`src/rtl/rf_sb.sv`:
```
// ---------------------------------------------------------------------------
// rf_sb : flip-flop register file with a per-register busy scoreboard.
//
// Holds 2**AW registers of DW bits. One write port, NRD registered read
// ports (1-cycle latency) with optional write-to-read bypass, and an
// optional hardwired zero register. The scoreboard tracks registers whose
// producer has been issued but not yet written back, so decode can stall
// on RAW hazards.
//
// Ports:
//   clk        clock, all state updates on the rising edge
//   rst        asynchronous active-low reset
//   we         write enable
//   wr_addr    write address (AW bits)
//   wr_data    write data (DW bits)
//   rd_en      per-port read enable (NRD bits)
//   rd_addr    flattened read addresses, port i at [i*AW +: AW]
//   rd_data    flattened registered read data, port i at [i*DW +: DW]
//   rd_busy    registered busy flag of the address read on each port
//   iss_valid  issue strobe: mark iss_addr pending
//   iss_addr   destination register being issued
//   flush      synchronous clear of all busy bits (data untouched)
//   any_busy   OR of the registered busy vector
// ---------------------------------------------------------------------------
module rf_sb #(
  parameter int DW       = 16,
  parameter int AW       = 4,
  parameter int NRD      = 2,
  parameter int ZERO_REG = 1,
  parameter int BYPASS   = 1
) (
  input  logic              clk,
  input  logic              rst,
  input  logic              we,
  input  logic [AW-1:0]     wr_addr,
  input  logic [DW-1:0]     wr_data,
  input  logic [NRD-1:0]    rd_en,
  input  logic [NRD*AW-1:0] rd_addr,
  output logic [NRD*DW-1:0] rd_data,
  output logic [NRD-1:0]    rd_busy,
  input  logic              iss_valid,
  input  logic [AW-1:0]     iss_addr,
  input  logic              flush,
  output logic              any_busy
);

  localparam int DEPTH = 1 << AW;

  logic [DW-1:0]    regs [DEPTH];
  logic [DEPTH-1:0] busy;
  logic [DEPTH-1:0] busy_nxt;
  logic             wr_ok;

  // Writes to the hardwired zero register are dropped entirely.
  assign wr_ok = we && !((ZERO_REG != 0) && (wr_addr == '0));

  // Scoreboard next state: flush wins over everything; otherwise the
  // writeback clears first so a same-cycle issue to the same register
  // leaves it pending for the new producer.
  always_comb begin
    busy_nxt = busy;
    if (flush) begin
      busy_nxt = '0;
    end else begin
      if (we)        busy_nxt[wr_addr]  = 1'b0;
      if (iss_valid) busy_nxt[iss_addr] = 1'b1;
    end
    if (ZERO_REG != 0) busy_nxt[0] = 1'b0;
  end

  always_ff @(posedge clk or negedge rst) begin
    if (!rst) busy <= '0;
    else      busy <= busy_nxt;
  end

  assign any_busy = |busy;

  always_ff @(posedge clk or negedge rst) begin
    if (!rst) begin
      for (int r = 0; r < DEPTH; r++) regs[r] <= '0;
    end else if (wr_ok) begin
      regs[wr_addr] <= wr_data;
    end
  end

  for (genvar i = 0; i < NRD; i++) begin : g_rd
    logic [AW-1:0] addr;
    logic          hit;
    logic [DW-1:0] val;
    logic          bsy;
    logic [DW-1:0] data_q;
    logic          busy_q;

    assign addr = rd_addr[i*AW +: AW];
    assign hit  = (BYPASS != 0) && we && (wr_addr == addr);

    // With bypass the port sees the state as it will be after this edge
    // (forwarded data, post-update busy); without it, the pre-edge state.
    always_comb begin
      val = regs[addr];
      if (hit) val = wr_data;
      if ((ZERO_REG != 0) && (addr == '0)) val = '0;
      bsy = (BYPASS != 0) ? busy_nxt[addr] : busy[addr];
    end

    always_ff @(posedge clk or negedge rst) begin
      if (!rst) begin
        data_q <= '0;
        busy_q <= 1'b0;
      end else if (rd_en[i]) begin
        data_q <= val;
        busy_q <= bsy;
      end
    end

    assign rd_data[i*DW +: DW] = data_q;
    assign rd_busy[i]          = busy_q;
  end

endmodule

```
`config.mk`:
```
export PLATFORM = sky130hd
export DESIGN_NAME = rf_sb
export DESIGN_NICKNAME = d
export VERILOG_FILES = /design/src/rtl/rf_sb.sv
export SDC_FILE = /design/constraint.sdc
export NUM_CORES = 1
export LEC_CHECK = 0
export ABC_CLOCK_PERIOD_IN_PS = 4110
export CAP_MARGIN = 20
export CORE_MARGIN = 1
export CORE_UTILIZATION = 30
export CTS_CLUSTER_DIAMETER = 120
export DETAILED_ROUTE_END_ITERATION = 10
export GPL_TIMING_DRIVEN = 0
export PLACE_DENSITY = 0.48
export SLEW_MARGIN = 20
export SYNTH_ARGS = -nofsm -noshare
export SYNTH_HDL_FRONTEND = slang
export SYNTH_SLANG_ARGS = --single-unit
export TNS_END_PERCENT = 10
```
`constraint.sdc`:
```
create_clock -name clk -period 4.11 [get_ports clk]
set_clock_uncertainty 0.05 [all_clocks]
set_input_delay 0.6165 -clock clk [delete_from_list [all_inputs] [get_ports clk]]
set_output_delay 0.6165 -clock clk [all_outputs]
set_load 0.01 [all_outputs]
```
==> reports/qor.yml, run 1 <==
synthesis:
  yosysWarnings: 0
  synth_area_mm2: 0.0163
  ys.flop_type: "dfrtp_1"
  synth_top_area_cell: "dfrtp_1"
  synth-xor-area-share_pct: 0.484
  synth_edf_count: 0
  synth_seq_area_share_pct: 46.9
  synth-adder-area-share_pct: 0
  async_reset_ff_share_pct: 100
  synthMuxAreaShare_pct: 35.6
  synth_cell_types: 64
  netlist_top_cells_area: "dfrtp_1 47%, mux4_2 18%, mux2_2 17%"
  syn_nets: 1215
  synth.top_cell.area_share_pct: 46.9
  synth_compound_area_share_pct: 6.81
  avgSynthCellArea_um2: 13.8
  yosys.area_share.simple_pct: 6.47
  synth_top_family_by_area: "multiplexers"
  synth_seq_cells: 305
  synthCells: 1176
clock_network:
  cts_buffer_depth: 3
  cts.sinks: 305
  clk_pin_slew_ps: 60
  cts_setup_buffers: 0
  hold_buffers: 1
  cts_tree: "done"
  numCtsBuffers: 37
  clock_latency_ps: 550
  clockRootBuffer: "clkbuf_16"
  htree_levels: 2
  cts-resized-gates: 0
layout:
  nets: 1322
  layout-drive-gt1-share_pct: 38.0
  layout_commonest_cell: "dfrtp_1"
  area_delta_synth_final_pct: 17.6
  diodes: 0
  mostFrequentLayoutCells: "305 x dfrtp_1, 242 x mux2_2, 129 x mux4_2"
  fin_util_pct: 35.7
worst_setup_path:
  arrival_ps: 3800
  worstPathRequired_ps: 4550
  r2r-end: "g_rd[0].data_q[2]"
  rrSetupSlack_ps: 1860
  end_kind: "flip-flop"
  cp-start-kind: "input pin"
  critPathKind: "in -> reg"
  cp-startpoint: "rd_addr[2]"
  crit_path_end: "g_rd[0].data_q[6]"
  rr_worst_depth: 5
  cp_max_fo: 10
  reg2reg_from: "regs[210]"
sta:
  max_freq_mhz: 297
  setup_violations: 0
  fin_crit_ps: 3360
  rsz0062_at_grt: "false"
  finalMaxSlewViolations: 0
  relSlewSlack_pct: 29.8
  worstMarginPinSlew_ps: 1050
  period_share_pct: 81.8
  worst_slack_ps: 747
  hold_viol_final: 0
floorplanning:
  dieArea_mm2: 0.0552
  core_area_mm2: 0.0537
  fp.dieH_um: 235
  io_pins: 74
  rows: 85
  initial_core_util_pct: 30.3
  die_x_um: 235
placement:
  place.gp.congestion: 0.903
  place_ws_ps: 272
  io_buffer_count: 64
  dp_hpwl_mm: 37.8
min_path:
  hold_class: "reg -> reg"
power:
  swShare_pct: 27.4
  p_int_uw: 6950
  power.leakage_uw: 0.00773
  p_sw_uw: 2620
  seqPwrFrac_pct: 42.4
  clock_power_share_pct: 35.8
  max-vdd-ir-drop_v: 0.000232
  p_comb_share_pct: 21.8
  pwr_density_cell_mw_per_mm2: 499
flow_run:
  cap_violations: 0
global_routing:
  grt_pass1_vias: 11600
  grt_pass1_wl_mm: 80.6
  grt-ovfl-total: 0
  grt_start_max_net_pins: 93
  antenna_found_initial: 0
  grt_util_all_layers_pct: 19.9
detailed_routing:
  wl_mm: 54.1
  drt_first_pass_iters: 8
  routedWlPerCell_um: 27.0
  viasPerCell: 5.56
  drc: 0
  final_antenna_net_count: 0
  drt_iter0_drc: 861
  num_vias: 11200
status:
  status: "finished, final reports clean"
kinds of logic (layout without fill, tap and decap cells):
| logic type | Yosys count | count (layout) |
|---|---|---|
| XOR/XNOR | 9 | 9 |
| AND/OR/NAND/NOR | 193 | 193 |
| AO/OA/AOI/OAI | 147 | 147 |
| multiplexers | 388 | 388 |
| flip-flops | 305 | 305 |
| buffers and inverters | 134 | 268 |
flip-flops by register name, indices dropped and copies added (netlist names):
name	flops
regs	256
busy	15
g_rd.data_q	32
g_rd.busy_q	2
layout make-up:
class | count | area, um2
Sequential cell | 305 | 7630
Clock inverter | 9 | 126
Clock buffer | 57 | 1130
Buffer | 127 | 584
Timing Repair Buffer | 68 | 738
Tap cell | 696 | 871
Inverter | 7 | 26.3
Fill cell | 5250 | 34600
Multi-Input combinational cell | 737 | 8040
worst max-delay path, stage by stage:
cell             delay (ps)
clkdlybuf4s50_1         490
buf_2                   310
clkbuf_1                820
clkbuf_1                660
a211oi_1                260
a31oi_1                 390
a221o_1                 220
how the worst min path moves through the flow:
stage               startpoint         to  cells past startpoint
finish               regs[241]  regs[241]                      1
detailed placement   regs[241]  regs[241]                      1
global route         regs[249]  regs[249]                      1
global placement     regs[250]  regs[250]                      1
CTS                  regs[250]  regs[250]                      1
floorplan                  rst   busy[10]                      0
layer usage:
| metal | routed length (um) | up-vias | track usage [%] | part of all wire, % |
|---|---|---|---|---|
| li1 | - | 4701 | - | - |
| met1 | 24400 | 5971 | 28.0 | 45 |
| met2 | 25300 | 398 | 31.5 | 47 |
| met3 | 3010 | 90 | 3.10 | 5.6 |
| met4 | 1380 | 0 | 5.82 | 2.5 |
| met5 | 0 | - | 0 | 0 |
stage by stage:
step | hold WS [ps] | power, uW | instances | area [um2] | setup TNS, ps
4_1_cts | 434 | 9650 | 2006 | 19200 | 0
2_1_floorplan | 271 | 5420 | 1176 | 16300 | 0
3_3_place_gp | 409 | 6130 | 1936 | 17800 | -3586660
6_report | 427 | 9570 | 2006 | 19200 | 0
3_5_place_dp | 419 | 6200 | 1939 | 17900 | 0
5_1_grt | 454 | 10000 | 2006 | 19200 | 0
power groups by stage:
stage / combinational (uW) / sequential, uW / clock, uW
final: 2090 / 4060 / 3420
after detailed placement: 2100 / 4090 / 0
after global placement: 2060 / 4070 / 0
after global routing: 2240 / 4140 / 3620
after floorplan: 1440 / 3970 / 0
after CTS: 2110 / 4050 / 3490
Yosys cell counts (all sizes together) (2+ instances only):
| master | instances |
|---|---|
| mux2i | 17 |
| nor2 | 30 |
| o32ai | 2 |
| and2 | 17 |
| a31oi | 20 |
| o21ai | 9 |
| a21boi | 2 |
| o41ai | 2 |
| a311o | 2 |
| a221o | 32 |
| nor2b | 50 |
| nand2 | 43 |
| nor3 | 6 |
| o21a | 2 |
| nand4 | 5 |
| nand3b | 5 |
| mux2 | 242 |
| xor2 | 3 |
| a211oi | 34 |
| or2 | 3 |
| mux4 | 129 |
| and3b | 2 |
| xnor2 | 6 |
| buf | 58 |
| nor4 | 6 |
| dfrtp | 305 |
| a22oi | 3 |
| or3 | 2 |
| nand2b | 3 |
| clkbuf | 69 |
| nor3b | 2 |
| inv | 7 |
| nand3 | 14 |
| a32oi | 2 |
| a21oi | 25 |
Power figures use the tool's default switching activity.
==> run 2, diff against run 1 <==
--- a/config.mk
+++ b/config.mk
@@ -5,7 +5,7 @@
 export SDC_FILE = /design/constraint.sdc
 export NUM_CORES = 1
 export LEC_CHECK = 0
-export ABC_CLOCK_PERIOD_IN_PS = 4110
+export ABC_CLOCK_PERIOD_IN_PS = 3390
 export CAP_MARGIN = 20
 export CORE_MARGIN = 1
 export CORE_UTILIZATION = 30
==> constraint.sdc (replaced) <==
create_clock -name clk -period 3.39 [get_ports clk]
set_clock_uncertainty 0.05 [all_clocks]
set_input_delay 0.5085 -clock clk [delete_from_list [all_inputs] [get_ports clk]]
set_output_delay 0.5085 -clock clk [all_outputs]
set_load 0.01 [all_outputs]
==> results of run 2 <==
Same layout as run 1 (identical final DEF). Status: finished, final reports clean.
Main changes from that run: setup slack after placement 272 ps -> -340 ps; setup slack after layout 747 ps -> 135 ps; hold slack 427 ps -> 421 ps; register-to-register setup slack 1860 ps -> 1140 ps; end point of the worst hold path regs[241] -> busy[11]; total power 9570 uW -> 11600 uW; worst IR drop on VDD 0.000232 V -> 0.000281 V
==> run 3, diff against run 2 <==
--- a/config.mk
+++ b/config.mk
@@ -11,6 +11,7 @@
 export CORE_UTILIZATION = 30
 export CTS_CLUSTER_DIAMETER = 120
 export DETAILED_ROUTE_END_ITERATION = 10
+export GPL_ROUTABILITY_DRIVEN = 0
 export GPL_TIMING_DRIVEN = 0
 export PLACE_DENSITY = 0.48
 export SLEW_MARGIN = 20
==> results of run 3 <==
Same layout as run 1 (identical final DEF). Status: finished, final reports clean.
Main changes from that run: setup slack after placement 272 ps -> -340 ps; setup slack after layout 747 ps -> 135 ps; hold slack 427 ps -> 421 ps; register-to-register setup slack 1860 ps -> 1140 ps; end point of the worst hold path regs[241] -> busy[11]; total power 9570 uW -> 11600 uW; worst IR drop on VDD 0.000232 V -> 0.000281 V
